### src/rtl/picosoc_io_pkg.sv
// Shared definitions for the PicoSoC memory-mapped IO blocks:
// sequencer state encoding, register offsets (iomem_addr[3:2]) and
// CTRL/STATUS bit positions, plus a byte-strobe to bit-mask helper.
package picosoc_io_pkg;

  typedef enum logic [1:0] {
    ST_IDLE   = 2'd0,
    ST_CHARGE = 2'd1,
    ST_SENSE  = 2'd2,
    ST_DONE   = 2'd3
  } sense_state_t;

  localparam logic [1:0] REG_CTRL   = 2'd0;
  localparam logic [1:0] REG_STATUS = 2'd1;
  localparam logic [1:0] REG_RESULT = 2'd2;
  localparam logic [1:0] REG_LIMIT  = 2'd3;

  localparam int CTRL_START      = 0;
  localparam int CTRL_CONT       = 1;
  localparam int CTRL_IDLE_DRIVE = 2;

  localparam int STAT_BUSY    = 0;
  localparam int STAT_DONE    = 1;
  localparam int STAT_TIMEOUT = 2;

  // Expand 4 byte strobes into a 32-bit write mask.
  function automatic logic [31:0] strb_mask(input logic [3:0] strb);
    logic [31:0] m;
    for (int b = 0; b < 4; b++) begin
      m[b*8 +: 8] = {8{strb[b]}};
    end
    return m;
  endfunction

endpackage

### src/rtl/sync2.sv
// Two-flop synchronizer for a single asynchronous level.
// Ports: clock, resetn (synchronous, active-low), d (async in), q (synced out).
// Both flops reset to 1 so an idle-high pad reads as "not discharged".
module sync2 (
  input  logic clock,
  input  logic resetn,
  input  logic d,
  output logic q
);

  logic meta;

  always_ff @(posedge clock) begin
    if (!resetn) begin
      meta <= 1'b1;
      q    <= 1'b1;
    end else begin
      meta <= d;
      q    <= meta;
    end
  end

endmodule

### src/rtl/led_sense_ctrl.sv
// LED-as-light-sensor sequencer: charge the pad, release it, time the discharge.
// Ports: iomem_* single-cycle-ack register bus (page ADDR_PAGE), pin_oe/pin_do/pin_di pad.
// Optional: define LED_SENSE_AVG_EN to average 4 passes per start (RESULT = sum >> 2).
module led_sense_ctrl
  import picosoc_io_pkg::*;
#(
  parameter logic [7:0] ADDR_PAGE     = 8'h09,
  parameter int         CHARGE_CYCLES = 32,
  parameter int         CNT_W         = 16
) (
  input  logic        clock,
  input  logic        resetn,
  input  logic        iomem_valid,
  output logic        iomem_ready,
  input  logic [3:0]  iomem_wstrb,
  input  logic [31:0] iomem_addr,
  input  logic [31:0] iomem_wdata,
  output logic [31:0] iomem_rdata,
  output logic        pin_oe,
  output logic        pin_do,
  input  logic        pin_di
);

  localparam int CHG_W = $clog2(CHARGE_CYCLES) + 1;

  sense_state_t     state, state_nxt;
  logic [CHG_W-1:0] chg_cnt;
  logic [CNT_W-1:0] count, limit, result, meas_val;
  logic             cont, idle_drive, done, timeout;
  logic             di_sync;
  logic             acc, wr, start_req;
  logic [1:0]       off;
  logic [31:0]      mask, rd_val;
  logic             hit_limit, sense_end, last_pass;
  logic             oe_nxt, do_nxt;
  logic             unused_bits;

  assign unused_bits = &{1'b0, iomem_addr[23:4], iomem_addr[1:0], iomem_wdata, mask};

  sync2 u_sync (.clock(clock), .resetn(resetn), .d(pin_di), .q(di_sync));

  // A request is taken only while ready is low, so a held valid yields
  // ready pulses separated by at least one idle cycle.
  assign acc       = iomem_valid && !iomem_ready && (iomem_addr[31:24] == ADDR_PAGE);
  assign wr        = acc && (iomem_wstrb != 4'b0000);
  assign off       = iomem_addr[3:2];
  assign mask      = strb_mask(iomem_wstrb);
  assign start_req = wr && (off == REG_CTRL) && iomem_wstrb[0] && iomem_wdata[CTRL_START];

  // >= rather than == so a LIMIT lowered below the running count still
  // terminates the pass and the counter can never wrap.
  assign hit_limit = (count >= limit);
  assign sense_end = (state == ST_SENSE) && (hit_limit || !di_sync);

`ifdef LED_SENSE_AVG_EN
  logic [1:0]       pass;
  logic [CNT_W+1:0] sum, sum_nxt;

  assign sum_nxt   = sum + (CNT_W+2)'(hit_limit ? limit : count);
  assign last_pass = (pass == 2'd3);
  assign meas_val  = CNT_W'(sum_nxt >> 2);

  always_ff @(posedge clock) begin
    if (!resetn) begin
      pass <= 2'd0;
      sum  <= '0;
    end else if (sense_end) begin
      if (last_pass) begin
        pass <= 2'd0;
        sum  <= '0;
      end else begin
        pass <= pass + 2'd1;
        sum  <= sum_nxt;
      end
    end
  end
`else
  assign last_pass = 1'b1;
  assign meas_val  = hit_limit ? limit : count;
`endif

  always_ff @(posedge clock) begin
    if (!resetn) state <= ST_IDLE;
    else         state <= state_nxt;
  end

  always_comb begin
    state_nxt = state;
    oe_nxt    = 1'b0;
    do_nxt    = 1'b0;
    case (state)
      ST_IDLE:   if (start_req) state_nxt = ST_CHARGE;
      ST_CHARGE: if (chg_cnt == CHG_W'(CHARGE_CYCLES - 1)) state_nxt = ST_SENSE;
      ST_SENSE:  if (sense_end) state_nxt = last_pass ? ST_DONE : ST_CHARGE;
      ST_DONE:   state_nxt = cont ? ST_CHARGE : ST_IDLE;
      default:   state_nxt = ST_IDLE;
    endcase
    // Pad controls are registered from the next state so they line up
    // exactly with the state they belong to.
    case (state_nxt)
      ST_IDLE:   begin oe_nxt = idle_drive; do_nxt = 1'b1; end
      ST_CHARGE: begin oe_nxt = 1'b1;       do_nxt = 1'b1; end
      default:   begin oe_nxt = 1'b0;       do_nxt = 1'b0; end
    endcase
  end

  always_ff @(posedge clock) begin
    if (!resetn) begin
      pin_oe  <= 1'b0;
      pin_do  <= 1'b0;
      chg_cnt <= '0;
      count   <= '0;
    end else begin
      pin_oe  <= oe_nxt;
      pin_do  <= do_nxt;
      chg_cnt <= (state == ST_CHARGE) ? chg_cnt + CHG_W'(1) : '0;
      if (state != ST_SENSE) count <= '0;
      else if (!hit_limit)   count <= count + CNT_W'(1);
    end
  end

  // Registers. Sticky-bit clears are written before the set so a set
  // event in the same cycle overrides the clear.
  always_ff @(posedge clock) begin
    if (!resetn) begin
      cont       <= 1'b0;
      idle_drive <= 1'b0;
      done       <= 1'b0;
      timeout    <= 1'b0;
      result     <= '0;
      limit      <= '1;
    end else begin
      if (wr && (off == REG_CTRL) && iomem_wstrb[0]) begin
        cont       <= iomem_wdata[CTRL_CONT];
        idle_drive <= iomem_wdata[CTRL_IDLE_DRIVE];
      end
      if (wr && (off == REG_LIMIT))
        limit <= (limit & ~mask[CNT_W-1:0]) | (iomem_wdata[CNT_W-1:0] & mask[CNT_W-1:0]);
      if (wr && (off == REG_STATUS) && iomem_wstrb[0]) begin
        if (iomem_wdata[STAT_DONE])    done    <= 1'b0;
        if (iomem_wdata[STAT_TIMEOUT]) timeout <= 1'b0;
      end
      if (sense_end) begin
        if (hit_limit) timeout <= 1'b1;
        if (last_pass) begin
          done   <= 1'b1;
          result <= meas_val;
        end
      end
    end
  end

  always_comb begin
    rd_val = '0;
    case (off)
      REG_CTRL: begin
        rd_val[CTRL_CONT]       = cont;
        rd_val[CTRL_IDLE_DRIVE] = idle_drive;
      end
      REG_STATUS: begin
        rd_val[STAT_BUSY]    = (state != ST_IDLE);
        rd_val[STAT_DONE]    = done;
        rd_val[STAT_TIMEOUT] = timeout;
      end
      REG_RESULT: rd_val = 32'(result);
      default:    rd_val = 32'(limit);
    endcase
  end

  always_ff @(posedge clock) begin
    if (!resetn) begin
      iomem_ready <= 1'b0;
      iomem_rdata <= '0;
    end else begin
      iomem_ready <= acc;
      if (acc) iomem_rdata <= rd_val;
    end
  end

endmodule

### config.mk
export PLATFORM = sky130hd
export DESIGN_NAME = led_sense_ctrl
export DESIGN_NICKNAME = d
export VERILOG_FILES = /design/src/rtl/picosoc_io_pkg.sv /design/src/rtl/sync2.sv /design/src/rtl/led_sense_ctrl.sv
export SDC_FILE = /design/constraint.sdc
export NUM_CORES = 1
export LEC_CHECK = 0
export ABC_AREA = 1
export CORE_MARGIN = 1.5
export CORE_UTILIZATION = 45
export CTS_CLUSTER_DIAMETER = 50
export CTS_CLUSTER_SIZE = 20
export DETAILED_ROUTE_END_ITERATION = 7
export PLACE_DENSITY = 0.75
export RECOVER_POWER = 100
export SYNTH_ARGS = -nofsm -noshare
export SYNTH_HDL_FRONTEND = slang
export SYNTH_SLANG_ARGS = --single-unit
### constraint.sdc
create_clock -name clock -period 4.8 [get_ports clock]
set_input_delay 0.96 -clock clock [delete_from_list [all_inputs] [get_ports clock]]
set_output_delay 0.96 -clock clock [all_outputs]
set_load 0.02 [all_outputs]
==> results.md <==
- Status: finished, violations left
- Failing checks: capacitance limit, slew limit
- Total track usage: 20.6%
- Ratio of cells with drive above 1 in the final layout: around 3.5%
- Max-cap check violation count: 1
- Post CTS Setup Buffer Count: 0
- Die X-Extent: between 90 and 100 um
- Clock net sink count: approximately 80
- GR Overflow Total: 0
- Crit start category: input port
- Power per Cell Area: around 260 mW/mm^2
- Core box area: 0.00876 sq mm
- Leak: roughly 2.1 nW
- Tmin final: around 3.5 ns
- Compound-gate portion of the synthesized area: about an eighth
- F_max: roughly 0.28 GHz
- Critical Path End Type: flip-flop
- CP max FO: 37
- Flop pwr share: between 50 and 60%
- Initial antenna violation count: 0
- WL final: 9700 um
- Clock power frac: between 40 and 50%
- Iter 0 DRT Violations: approximately 270
- Clock Latency Late Sink: 0.35 ns
- First-pass GRT wire length: 16500 um
- Min-delay worst type: reg2reg
- Number of synthesized flops with an enable pin: 0
- Number of synthesized register bits: 81
- H-tree depth: 3
- Number of global-route vias before repair: 3618
- CP Data Arrival Time: roughly 3.8 ns
- Mux cell area share after synthesis: 0%
- Final hold slack: around 0.43 ns
- ANT nets after route: 0
- Cell internal pwr: 0.000942 W
- Die H: between 90 and 100 um
- Routed WL per cell: approximately 13 um
- Post-Syn Area per Cell: ~7.0 sq um
- Final-layout fill cell count: between 800 and 900
- Crit path launch: resetn
- Slew at the pin with the worst max-slew slack: approximately 1.6 ns
- Primary FF master, synth: dfxtp_1
- Max_slew headroom: -8.94%
- Post-DP HPWL: 6990 um
- Ant. Diodes: 0
- Mapped Area: just over 0.004 sq mm
- Gate power share: under 10%
- Final core utilization: between 50 and 60%
- Nets@finish: about 720
- PnR worst setup slack: about 1.3 ns
- Cts repair resizes: 0
- CTS tree: done
- Switching Share: between 20% and 30%
- Initial Util: a little under half
- CTS Buf Count: 9
- Post-cts hold buffer count: 0
- Post-Syn Instances: between 500 and 600
- Row count: 34
- Total Die Area: between 0.009 and 0.01 sq mm
- Layout Area Growth over Synthesis: 16.7%
- Maximum clock insertion buffer count: 2
- Post-Synth XOR/XNOR Area: 1.28%
- Vias per cell: between 5 and 6
- GPL Wtd Cong: around 0.88
- Psw: between 0.0003 and 0.0004 W
- RSZ-0062 raised after global routing: false
- Post-synthesis adder-cell area fraction: 5.50%
- I/O pins: 107
- Root buffer cell: clkbuf_8
- Seq/Total Area, Yosys: 39.6%
- Synth Area in Simple Gates: between 20 and 30%
- Final period utilization: 73.2%
- Setup CP Type: in2reg
- Largest net degree at the start of global routing: 48
- Setup TNS: 0 ns
- Final setup vio count: 0
- Hold path startpoint: u_sync.meta$_SDFF_PN1_
- Max Transition Viols Final: 38
- Main combinational cell family by area after synthesis: simple AND/OR/NAND/NOR gates
- Synth Warn #: 0
- # DRC: 0
- Fin. Hold Viols: 0
- Share of synthesized registers carrying an async set or reset: 0%
- Critical Path RT: between 5 and 6 ns
- Vias: around 3800
- Pre-antenna DRT Iters: 4
- Pre-CTS setup slack: roughly 1.4 ns
- Port Buffers: 50
- Clock transition at path regs: about 0.09 ns
- Worst IR drop on VDD: approximately 170 uV
- Setup Skew: between 0.01 and 0.015 ns
- Cell variety after synth: 31
-- path summary, 6_finish.rpt --
check,end,slack (ns),cells past startpoint
setup reg to reg,result[1]$_SDFFE_PN0P_,2.03,10
setup / recovery,chg_cnt[4]$_SDFF_PN0_,1.28,7
hold / removal,u_sync.q$_SDFF_PN1_,0.43,1
hold reg to reg,u_sync.q$_SDFF_PN1_,0.43,1
-- Yosys cell counts, types with 11 or more instances --
cell      number  area share, %
o21ai_0       16            2.0
buf_4         20            3.7
nand4_1       13            2.0
nor2_1        40            3.7
ha_1          18            5.5
nand3_1       50            6.1
o21ai_1       16            2.0
nor3_1        11            1.3
a21oi_1       41            5.0
clkbuf_1      14            1.3
dfxtp_1       81             40
a31oi_1       13            2.0
inv_1         66            6.1
nand2_1      152             14
-- layout make-up --
cell class | count | area, sq um | area share (%)
flip-flops and latches | 81 | 1620 | 34.0
multi-input cells | 411 | 2040 | 42.7
well taps | 108 | 135 | 2.83
inverters | 69 | 259 | 5.42
clock buffers | 9 | 124 | 2.59
repair buffers | 53 | 519 | 10.9
clock inverters | 7 | 78.8 | 1.65
-- power by group through the flow --
stage                     clock, W  combinational, W  sequential, W
after floorplan                  0         0.0000381       0.000690
after global placement           0         0.0000607       0.000689
after detailed placement         0         0.0000613       0.000689
after CTS                 0.000518         0.0000615       0.000673
after global routing      0.000549         0.0000651       0.000673
final                     0.000511         0.0000607       0.000673
-- layout by cell type, fill, tap and decap left out, types with 13 or more instances in the layout --
cell type        Yosys  routed
inv_1               66      68
ha_1                18      18
nand2_1            152     153
nand3_1             50      50
o21ai_1             16      15
clkdlybuf4s50_1      0      28
dfxtp_1             81      81
nor2_1              40      40
a21oi_1             41      41
a31oi_1             13      13
nand4_1             13      13
o21ai_0             16      17
conb_1               1      16
dlygate4sd3_1        0      22
-- critical path, cell delays in order --
cell           delay, ns
dlygate4sd3_1       0.87
inv_1               0.20
clkbuf_1            1.20
nor3_1              0.14
inv_1               0.21
a21oi_1             0.06
o21a_1              0.11
-- per-stage QoR --
stage | area (sq um) | power, W | instances
after CTS | 4780 | 0.00125 | 738
after global placement | 4580 | 0.000750 | 722
after detailed placement | 4580 | 0.000750 | 722
after floorplan | 4150 | 0.000728 | 600
after global routing | 4770 | 0.00129 | 738
final | 4770 | 0.00124 | 738
-- per-layer routing --
layer | up-vias | track usage, % | share of wire (%)
li1 | 1960 | - | -
met2 | 117 | 32.7 | 45
met4 | 0 | 8.02 | 1.6
met3 | 14 | 4.80 | 6.5
met5 | - | 0 | 0
met1 | 1719 | 27.3 | 46
-- cell families (layout without fill, tap and decap cells) --
group	Yosys count	after routing
simple gates	278	278
buf+inv	108	138
compound gates	93	93
xor+xnor	6	6
fa+ha+maj	18	18
other cells	1	16
flops	81	81
(Power assumes the default switching activity.)
